**src/rtl/dma_read_engine.sv**
```systemverilog
// dma_read_engine: AXI4 read side of the DMA.
// Takes a start command (byte address + byte count), splits the transfer
// into INCR bursts of at most MAX_BURST beats that never cross a 4 KB page,
// and streams every returned word straight into the transfer FIFO.
// One burst is outstanding at a time; read_done pulses after the last push.
module dma_read_engine #(
    parameter int ADDR_W    = 32,
    parameter int MAX_BURST = 16,
    parameter int AXI_ID    = 0
) (
    input  logic              clk,
    input  logic              rst_n,
    input  logic              start_read,
    input  logic [15:0]       r_size_data,
    input  logic [31:0]       raddr_reg,
    output logic              read_done,
    output logic              rd_err,
    output logic [3:0]        arid,
    output logic [ADDR_W-1:0] araddr,
    output logic [7:0]        arlen,
    output logic [2:0]        arsize,
    output logic [1:0]        arburst,
    output logic              arvalid,
    input  logic              arready,
    input  logic [31:0]       rdata,
    input  logic [1:0]        rresp,
    input  logic              rlast,
    input  logic              rvalid,
    output logic              rready,
    output logic [31:0]       fifo_wdata,
    output logic              fifo_wen,
    input  logic              fifo_full
);

    typedef enum logic [1:0] {IDLE, ADDR, DATA, DONE} state_t;

    state_t            state;
    logic [ADDR_W-1:0] addr;        // start address of the next burst
    logic [13:0]       words_rem;   // words still to be pushed
    logic [4:0]        beat_cnt;    // beats left in the current burst

    logic [ADDR_W-1:0] start_addr;
    logic [13:0]       start_words;
    logic [ADDR_W-1:0] burst_bytes;
    logic              last_beat;
    logic              beat_err;
    logic              unused_bits;

    // Burst length: limited by MAX_BURST, the remaining words and the
    // distance to the next 4 KB page boundary (offs is word aligned).
    function automatic logic [7:0] calc_arlen(input logic [11:0] offs,
                                              input logic [13:0] w);
        logic [13:0] room;
        logic [13:0] beats;
        room  = (14'd4096 - {2'b00, offs}) >> 2;
        beats = 14'(MAX_BURST);
        if (w < beats)    beats = w;
        if (room < beats) beats = room;
        return 8'(beats - 14'd1);
    endfunction

    assign start_addr  = ADDR_W'({raddr_reg[31:2], 2'b00});
    assign start_words = r_size_data[15:2];
    assign burst_bytes = ADDR_W'({arlen, 2'b00}) + ADDR_W'(4);
    assign last_beat   = (beat_cnt == 5'd1);
    // A beat is in error on a non-OKAY response or an rlast that disagrees
    // with our own beat count.
    assign beat_err    = (rresp != 2'b00) || (rlast != last_beat);

    // Byte-offset bits of the command are intentionally dropped.
    assign unused_bits = ^{r_size_data[1:0], raddr_reg[1:0]};

    assign arid    = 4'(AXI_ID);
    assign arsize  = 3'b010;
    assign arburst = 2'b01;

    // The FIFO push path is combinational so a beat lands the cycle it arrives.
    assign rready     = (state == DATA) && !fifo_full;
    assign fifo_wen   = rvalid && rready;
    assign fifo_wdata = rdata;

    // Transfer sequencing: command latch, AR issue, beat counting, completion.
    always_ff @(posedge clk or negedge rst_n) begin
        if (!rst_n) begin
            state     <= IDLE;
            addr      <= '0;
            words_rem <= '0;
            beat_cnt  <= '0;
            araddr    <= '0;
            arlen     <= '0;
            arvalid   <= 1'b0;
            read_done <= 1'b0;
            rd_err    <= 1'b0;
        end else begin
            read_done <= 1'b0;
            case (state)
                IDLE: begin
                    if (start_read) begin
                        addr      <= start_addr;
                        words_rem <= start_words;
                        rd_err    <= 1'b0;
                        if (start_words == 14'd0) begin
                            state <= DONE;
                        end else begin
                            araddr  <= start_addr;
                            arlen   <= calc_arlen(start_addr[11:0], start_words);
                            arvalid <= 1'b1;
                            state   <= ADDR;
                        end
                    end
                end
                ADDR: begin
                    if (arready) begin
                        arvalid  <= 1'b0;
                        addr     <= addr + burst_bytes;
                        beat_cnt <= 5'(arlen) + 5'd1;
                        state    <= DATA;
                    end
                end
                DATA: begin
                    if (fifo_wen) begin
                        beat_cnt  <= beat_cnt - 5'd1;
                        words_rem <= words_rem - 14'd1;
                        if (beat_err) begin
                            rd_err <= 1'b1;
                        end
                        if (last_beat) begin
                            if (words_rem != 14'd1) begin
                                araddr  <= addr;
                                arlen   <= calc_arlen(addr[11:0], words_rem - 14'd1);
                                arvalid <= 1'b1;
                                state   <= ADDR;
                            end else begin
                                state <= DONE;
                            end
                        end
                    end
                end
                DONE: begin
                    read_done <= 1'b1;
                    state     <= IDLE;
                end
                default: state <= IDLE;
            endcase
        end
    end

endmodule

```
**config.mk**
```make
export PLATFORM = sky130hd
export DESIGN_NAME = dma_read_engine
export DESIGN_NICKNAME = d
export VERILOG_FILES = /design/src/rtl/dma_read_engine.sv
export SDC_FILE = /design/constraint.sdc
export NUM_CORES = 1
export LEC_CHECK = 0
export ABC_AREA = 1
export BUFFER_PORTS_ARGS = -buffer_cell sky130_fd_sc_hd__buf_2
export CAP_MARGIN = 25
export CORE_ASPECT_RATIO = 1.5
export CORE_UTILIZATION = 30
export DETAILED_ROUTE_END_ITERATION = 8
export GPL_ROUTABILITY_DRIVEN = 1
export PLACE_DENSITY = 0.57
export SYNTH_ARGS = -nofsm -noshare
export SYNTH_HDL_FRONTEND = slang
export SYNTH_SLANG_ARGS = --single-unit
```
**constraint.sdc**
```tcl
create_clock -name clk -period 7.68 [get_ports clk]
set_input_delay 0.384 -clock clk [delete_from_list [all_inputs] [get_ports clk]]
set_output_delay 0.384 -clock clk [all_outputs]
set_load 0.01 [all_outputs]
```
; Yosys cells after proc, flatten, opt, wreduce, memory -nomap -nowiden
; Cells that the tools add are included.
; W data, S select, Z words.
[op_classes]
n_addsub = 9
n_lt_le_gt_ge = 4
n_eq_ne = 13
muxes = 58
reduce_logical = 18
[ops]
columns = cell, count
row1 = $mux W32, 7
row2 = $mux W14, 11
row3 = $pmux W32 S2, 2
row4 = $mux W8, 14
row5 = $add A32 B11 Y32, 1
row6 = $lt A12 B14 Y1, 2
row7 = $lt A14 B5 Y1 const B, 2
row8 = $pmux W14 S2, 1
row9 = $sub A13 B12 Y14 const A, 2
row10 = $pmux W8 S2, 1
row11 = $sub A8 B1 Y8 const B, 2
row12 = $logic_not A14 Y1, 1
row13 = $ne A14 B1 Y1 const B, 1
row14 = $sub A14 B1 Y14 const B, 1
row15 = $mux W2, 6
row16 = $ne A2 B2 Y1 const B, 6
row17 = $add A10 B3 Y11 const B, 1
row18 = $mux W1, 10
row19 = $mux W5, 2
row20 = $pmux W5 S2, 1
row21 = $reduce_and A3 Y1, 3
row22 = $pmux W2 S4, 1
row23 = $reduce_and A4 Y1, 2
row24 = $reduce_bool A2 Y1, 4
row25 = 16 further kinds, 18
[word_totals]
reg_bits = 96

; Logic depth before layout (Yosys ltp)
; Gate-level depths: netlist of run 1.
[depth]
ltp_word = 18
ltp_mapped = 30
ltp_nobuf = 30

; Least setup slack after synthesis of run 1
; Ideal clock, no wire load.
[synth_path]
path_kind = reg2reg
start = register words_rem[0]
end = register arlen[2]
arrival_ps = 3334
slack_ps = 4264
path_stages_with_launch = 24
period_less_slack_ps = 3416
path_cell_list = dfrtp_1 inv_2 ha_1 nand3_2 o21ai_1 nand2_1 or4_1 nor2_2 inv_2 nor2_2 inv_1 ha_1 nand2_1 nor2_1 nand2_1 nand2_2 nand2_4 nand2_4 nand2_1 nand3_1 nand2_2 ha_1 or2_0 a31oi_1
[synth_between]
elab_chain_len = 18
word_cells_on_any_way = 21
[synth_lines]
columns = element, line
row1 = "start, declared", 39  ; logic [13:0] words_rem;
row2 = "start signal, assigned", 100  ; words_rem <= start_words;
row3 = "start signal, assigned", 123  ; words_rem <= words_rem - 14'd1;
row4 = $sub A14 B1 Y14, 130  ; arlen <= calc_arlen(addr[11:0], words_rem - 14'd1);
row5 = $lt A14 B5 Y1, 57  ; if (w < beats) beats = w;
row6 = $mux W14, 57
row7 = $mux W14, 128  ; if (words_rem != 14'd1) begin
row8 = $mux W14, 127  ; if (last_beat) begin
row9 = $mux W14, 121  ; if (fifo_wen) begin
row10 = $mux W14, 96  ; case (state)
row11 = $lt A12 B14 Y1, 58  ; if (room < beats) beats = room;
row12 = (+2 left out), --
row13 = $mux W8, 127
row14 = $mux W8, 121
row15 = $mux W8, 96
row16 = $sub A8 B1 Y8, 59  ; return 8'(beats - 14'd1);
row17 = $mux W8, 128
row18 = $mux W8, 127
row19 = $mux W8, 121
row20 = $pmux W8 S2, 96
row21 = "end signal, assigned", 106  ; arlen <= calc_arlen(start_addr[11:0], start_words);
row22 = "end signal, assigned", 130
row23 = "end, declared", 20  ; output logic [7:0] arlen,
; Parallel ways exist; a longest one is shown, timed or not. The select of a mux whose other input is x is not followed.
; A chain may end at the register's enable or synchronous reset.

; Worst setup path in the final report of run 1
[layout_path]
start = register words_rem[0]
end = register arlen[4]
; Same word-level chain as after synthesis.

==> results of run 1 <==
-- through the flow --
step	hold WS (ns)	setup slack, ns
after floorplan	0.0884	4.26
after global placement	0.354	3.74
after detailed placement	0.352	3.69
after CTS	0.193	3.64
after global routing	0.201	3.25
final	0.203	3.62
-- worst paths after layout --
check                             start      endpoint  slack [ns]  depth (start not counted)
setup / recovery           words_rem[0]      arlen[4]        3.62                         24
hold / removal               start_read        rd_err        0.20                          2
max in group asynchronous         rst_n      addr[21]        5.90                          3
setup reg to reg           words_rem[0]      arlen[4]        3.62                         24
min in group asynchronous         rst_n  words_rem[7]        0.50                          2
hold reg to reg               araddr[1]     araddr[1]        0.51                          2
-- layout by cell type (no fill, tap or decap), types with 4 or more instances in the layout --
cell / count
a31oi_1: 35
inv_2: 13
nand3_2: 4
ha_1: 44
nand4_1: 7
a21oi_1: 39
conb_1: 21
buf_4: 8
nand2_4: 5
nor2_4: 6
nand2_2: 11
o211ai_1: 12
nand3_1: 49
inv_1: 102
clkbuf_16: 9
xnor2_1: 7
nor2_1: 113
nand2_1: 201
xor2_1: 28
nor3_1: 17
buf_2: 96
o22ai_1: 22
o221ai_1: 4
nor2_2: 17
o21ai_0: 77
o21ai_1: 6
nor4_1: 6
dfrtp_1: 93
-- metal layers --
metal / global-route usage, % / vias up
met1: 20.2 / 3205
li1: - / 3415
met3: 2.35 / 34
met2: 33.0 / 130
met5: 0 / -
met4: 7.74 / 0
-- cell type report --
cell class	count	area, µm²
Antenna cell	1	2.50
Clock buffer	9	225
Clock inverter	7	83.8
Fill cell	2615	15600
Inverter	116	435
Multi-Input combinational cell	752	4160
Sequential cell	93	2330
Tap cell	319	399
Timing Repair Buffer	105	551
-- power breakdown --
group          switching, mW  internal (mW)  leakage (nW)
sequential             0.259          0.750          1.10
clock                  0.228          0.258         0.150
combinational           1.43          0.773          2.62
total                   1.92           1.78          3.87
-- sequential cells by signal (all words and copies together) (netlist names) --
register,flops
addr,30
araddr,31
arlen,8
arvalid,1
beat_cnt,5
rd_err,1
read_done,1
state,2
words_rem,14
-- worst max-delay path, stage by stage (launching register included) --
cell and delay, ns:
dfrtp_1 0.44, inv_2 0.13, ha_1 0.30, nand3_2 0.20, o21ai_1 0.16, nand2_1 0.12
or4_1 0.52, nor2_2 0.14, inv_2 0.07, nor2_2 0.10, inv_1 0.05, ha_1 0.17
a21oi_1 0.13, nor2_1 0.08, nor2_2 0.09, nand2_2 0.07, nand2_4 0.13, nand2_4 0.08
nand2_1 0.08, nand3_1 0.07, nand2_2 0.15, ha_1 0.26, nand2_1 0.11, o21ai_0 0.17
a21oi_1 0.10
-- cells by family (layout without fill, tap and decap cells) --
logic type / Yosys count / after routing / share of synthesized area (%)
other cells: 2 / 22 / 0.103
compound gates: 202 / 202 / 15.8
buf+inv: 191 / 237 / 12.2
xor+xnor: 36 / 36 / 4.43
flops: 93 / 93 / 31.9
fa+ha+maj: 45 / 45 / 7.83
simple gates: 448 / 448 / 27.7
==> flow_summary.json, run 1 <==
{
  "status": "finished clean",
  "final.setup.tns_ns": 0,
  "postCtsHoldBufs": 1,
  "cp.required_ns": 7.92,
  "post-dp-hpwl_um": 15900,
  "root_buffer": "clkbuf_16",
  "grt_usage_pct": 17.8,
  "placementRows": 69,
  "grt_pass1_vias": 6728,
  "synth_cells": 1017,
  "met1Wirelength_um": 8890,
  "synth_flop_cell": "dfrtp_1",
  "ys_warn_count": 0,
  "htree_levels": 3,
  "fmax_mhz": 246,
  "finalInstanceArea_um2": 8180,
  "avgSynthCellArea_um2": 7.17,
  "placedCellCount": 1384,
  "relSlewSlack_pct": 30.8,
  "synth_edf_count": 0,
  "grt_start_max_net_pins": 69,
  "synth_area_leaders": "dfrtp_1, nand2_1, ha_1",
  "slew_violations": 0,
  "ys_ff_latch": 93,
  "async_reset_ff_share_pct": 100,
  "finalCriticalPeriod_ns": 4.06,
  "cts_setup_buffers": 0,
  "p_leak_nw": 3.87,
  "total_power_mw": 3.70,
  "p_per_area_nw_per_um2": 452,
  "antenna_found_initial": 1,
  "drive_above_1_share_pct": 17.2,
  "utilization_pct": 34.5,
  "coreArea_um2": 23700,
  "max_cap_viol_count": 0,
  "synth_top_area_share_pct": 31.9,
  "cts_tree": "done",
  "wl_met2_um": 11100,
  "nets": 1211,
  "port-buffer-count": 97,
  "highest_layer": "met4",
  "chipHeight_um": 193,
  "yosysMostFrequentCell": "nand2_1",
  "cts_resized": 0,
  "clk_pin_slew_ns": 0.08,
  "worst_pin_slew_ns": 1.04,
  "clkLatencyLatePin_ns": 0.37,
  "cp-end-kind": "flip-flop",
  "vias": 6784,
  "start_kind": "flip-flop",
  "dr.pass1.iters": 5,
  "skew_ns": 0.0179,
  "area_growth_pct": 12.3,
  "dieArea_um2": 24900,
  "synth_area_um2": 7290,
  "drc": 0,
  "synth_common_cells": "nand2_1, nor2_1, inv_1",
  "start_util_pct": 30.7,
  "hp-class": "primary input to flip-flop",
  "ys_seq_area_share_pct": 31.9,
  "grt_pass1_wl_um": 34000,
  "finalHoldViolCount": 0,
  "drtIter0Drc": 400,
  "setup_violations": 0,
  "routabilityCongestion": 0.852,
  "cp.arrival_ns": 4.30,
  "ioPinCount": 175,
  "clock_path_buffers": 2,
  "viasPerCell": 4.84,
  "rsz0062_at_grt": "false",
  "wl_per_cell_um": 15.2,
  "period_share_pct": 52.9,
  "path_max_fanout": 9,
  "numCtsBuffers": 9,
  "dr_wl_met3_um": 714,
  "die_x_um": 129,
  "cts_sinks": 93,
  "instances_no_fill": 1402,
  "critical_path_class": "flip-flop to flip-flop",
  "ant_nets": 0,
  "max-vdd-ir-drop_mv": 0.228,
  "synth.distinct_cells": 43,
  "wl_um": 21400,
  "place_area_um2": 7860,
  "yosysTopAreaCell": "dfrtp_1",
  "overflow": 0
}
Power figures use the tool's default switching activity.
==> run 2, diff against run 1 <==
==> constraint.sdc (replaced) <==
create_clock -name clk -period 4.24 [get_ports clk]
set_input_delay 0.212 -clock clk [delete_from_list [all_inputs] [get_ports clk]]
set_output_delay 0.212 -clock clk [all_outputs]
set_load 0.01 [all_outputs]
==> run 2 against run 1 <==
Against the previous run: sequential cell count stayed put; non-clock buffer count is 6 higher; critical path depth stayed put; largest cell class unchanged; sequential power is 80% higher; hold slack worse by 0.16 ns; total power is 80% higher; via count is 1.2% higher.
==> flow_summary.json, run 2 (synthesis results as in run 1) <==
{
  "status": "finished clean",
  "r2r_end": "arlen[4]",
  "fmax_mhz": 257,
  "whs_ns": 0.0418,
  "cts_resized": 0,
  "port-buffer-count": 97,
  "ioPinCount": 175,
  "cts_sinks": 93,
  "slowest_stage": "or4_1",
  "min_from": "start_read",
  "dieArea_um2": 24900,
  "relSlewSlack_pct": 39.5,
  "cts_tree": "done",
  "drc": 0,
  "ant_nets": 0,
  "layout_commonest_cell": "nand2_1",
  "period_share_pct": 91.8,
  "fillers": 2586,
  "path_max_fanout": 9,
  "hp-class": "primary input to flip-flop",
  "htree_levels": 3,
  "clkLatencyLatePin_ns": 0.37,
  "finalHoldViolCount": 0,
  "worst-path-buf-inv": 3,
  "top_regs": "araddr (31), addr (30), words_rem (14)",
  "root_buffer": "clkbuf_16",
  "cp.arrival_ns": 4.13,
  "max_cap_viol_count": 0,
  "final.setup.tns_ns": 0,
  "grt_pass1_vias": 6700,
  "max-vdd-ir-drop_mv": 0.305,
  "vias": 6863,
  "grt_usage_pct": 17.9,
  "drive_above_1_share_pct": 17.6,
  "path_common_cell": "nand2_1",
  "drtIter0Drc": 394,
  "placementRows": 69,
  "skew_ns": 0.0175,
  "die_x_um": 129,
  "grt_pass1_wl_um": 34200,
  "coreArea_um2": 23700,
  "final_cell_mix": "nand2_1, nor2_1, inv_1, buf_2, dfrtp_1",
  "cp_top_family": "simple AND/OR/NAND/NOR gates",
  "largest_reg_flops": 31,
  "clk_pin_slew_ns": 0.07,
  "rsz0062_at_grt": "false",
  "routabilityCongestion": 0.900,
  "finalCriticalPeriod_ns": 3.89,
  "setup_violations": 0,
  "start_kind": "flip-flop",
  "wl_per_cell_um": 15.2,
  "r2r_start": "words_rem[0]",
  "p_per_area_nw_per_um2": 810,
  "cp.required_ns": 4.48,
  "area_growth_pct": 12.5,
  "worst_pin_slew_ns": 0.900,
  "wl_um": 21300,
  "slowest_delay_ns": 0.51,
  "start_util_pct": 30.7,
  "critical_path_class": "flip-flop to flip-flop",
  "dr.pass1.iters": 5,
  "antenna_found_initial": 0,
  "slew_violations": 0,
  "chipHeight_um": 193,
  "grt_start_max_net_pins": 54,
  "top_register": "araddr",
  "viasPerCell": 4.88,
  "post-dp-hpwl_um": 16200,
  "clock_path_buffers": 2,
  "reg2reg_depth": 24,
  "cp-end-kind": "flip-flop",
  "holdPathEnd": "rd_err",
  "numCtsBuffers": 9,
  "holdPathStages": 2,
  "r2r_slack_ns": 0.35,
  "crit_path_cell_trace": "inv_2 > ha_1 > nand3_2 > o21ai_1 > nand2_1 > or4_1 > nor2_2 > inv_2 > nor2_2 > inv_1 > ha_1 > nand2_1 > nand2_1 > nand2_1 > nand2_2 > nand2_4 > nand2_4 > nand2_1 > nand3_1 > nand2_2 > ha_1 > nand2_1 > o21ai_0 > a21oi_1",
  "p_leak_nw": 3.89,
  "nets": 1217,
  "cts_setup_buffers": 0,
  "overflow": 0,
  "antenna_cells": 0
}
run 2: layout make-up:
class | instances | area [µm²] | area share (%)
inverter | 116 | 435 | 5.31
clock inverter | 6 | 48.8 | 0.595
timing repair buffer | 111 | 608 | 7.41
sequential | 93 | 2330 | 28.4
multi-input combinational | 752 | 4160 | 50.7
tap | 319 | 399 | 4.87
clock buffer | 9 | 225 | 2.75
run 2: metrics by stage:
| step | worst slack, ns | instance area, µm² | instances | util (%) | total power [mW] |
|---|---|---|---|---|---|
| 6_report | 0.346 | 8200 | 1406 | 34.6 | 6.64 |
| 5_1_grt | 0.0206 | 8200 | 1406 | 34.6 | 7.31 |
| 4_1_cts | 0.342 | 8200 | 1406 | 34.6 | 6.72 |
| 3_5_place_dp | 0.361 | 7920 | 1390 | 33.4 | 5.88 |
| 3_3_place_gp | 0.430 | 7920 | 1390 | 33.4 | 5.83 |
| 2_1_floorplan | 0.824 | 7360 | 1036 | - | 4.71 |
run 2: how the worst max path moves through the flow:
stage                       startpoint       end  slack (ns)  cells after the start
final                     words_rem[0]  arlen[4]        0.35                     24
after global routing      words_rem[0]  arlen[4]        0.02                     25
after CTS                 words_rem[0]  arlen[4]        0.34                     25
after detailed placement  words_rem[0]  arlen[4]        0.36                     24
after global placement    words_rem[0]  arlen[4]        0.43                     24
after floorplan           words_rem[0]  arlen[2]        0.82                     23
run 2: where the power goes:
group / switching, mW / internal, mW
logic: 2.60 / 1.43
clock network: 0.394 / 0.402
registers: 0.460 / 1.36
total: 3.45 / 3.19
run 2: worst reg2reg max path: cells and delay by family, from the launching register on:
family,cells,cell delay (ns)
AO/OA/AOI/OAI,3,0.41
buffers and inverters,3,0.24
flip-flops,1,0.43
AND/OR/NAND/NOR,15,1.91
adder cells (fa/ha/maj),3,0.79
run 2: routing by layer:
| layer | vias to the layer above | part of all wire (%) | global-route usage, % |
|---|---|---|---|
| met5 | - | 0 | 0 |
| met4 | 0 | 3.4 | 8.82 |
| met3 | 36 | 3.5 | 2.24 |
| met2 | 154 | 51 | 32.3 |
| met1 | 3244 | 42 | 20.7 |
| li1 | 3429 | - | - |
run 2: repair_timing:
action | 4_1_cts | 5_1_grt
hold buffers | 1 | 0
setup endpoints to repair | 0 | 0
hold endpoints to repair | 30 | 0
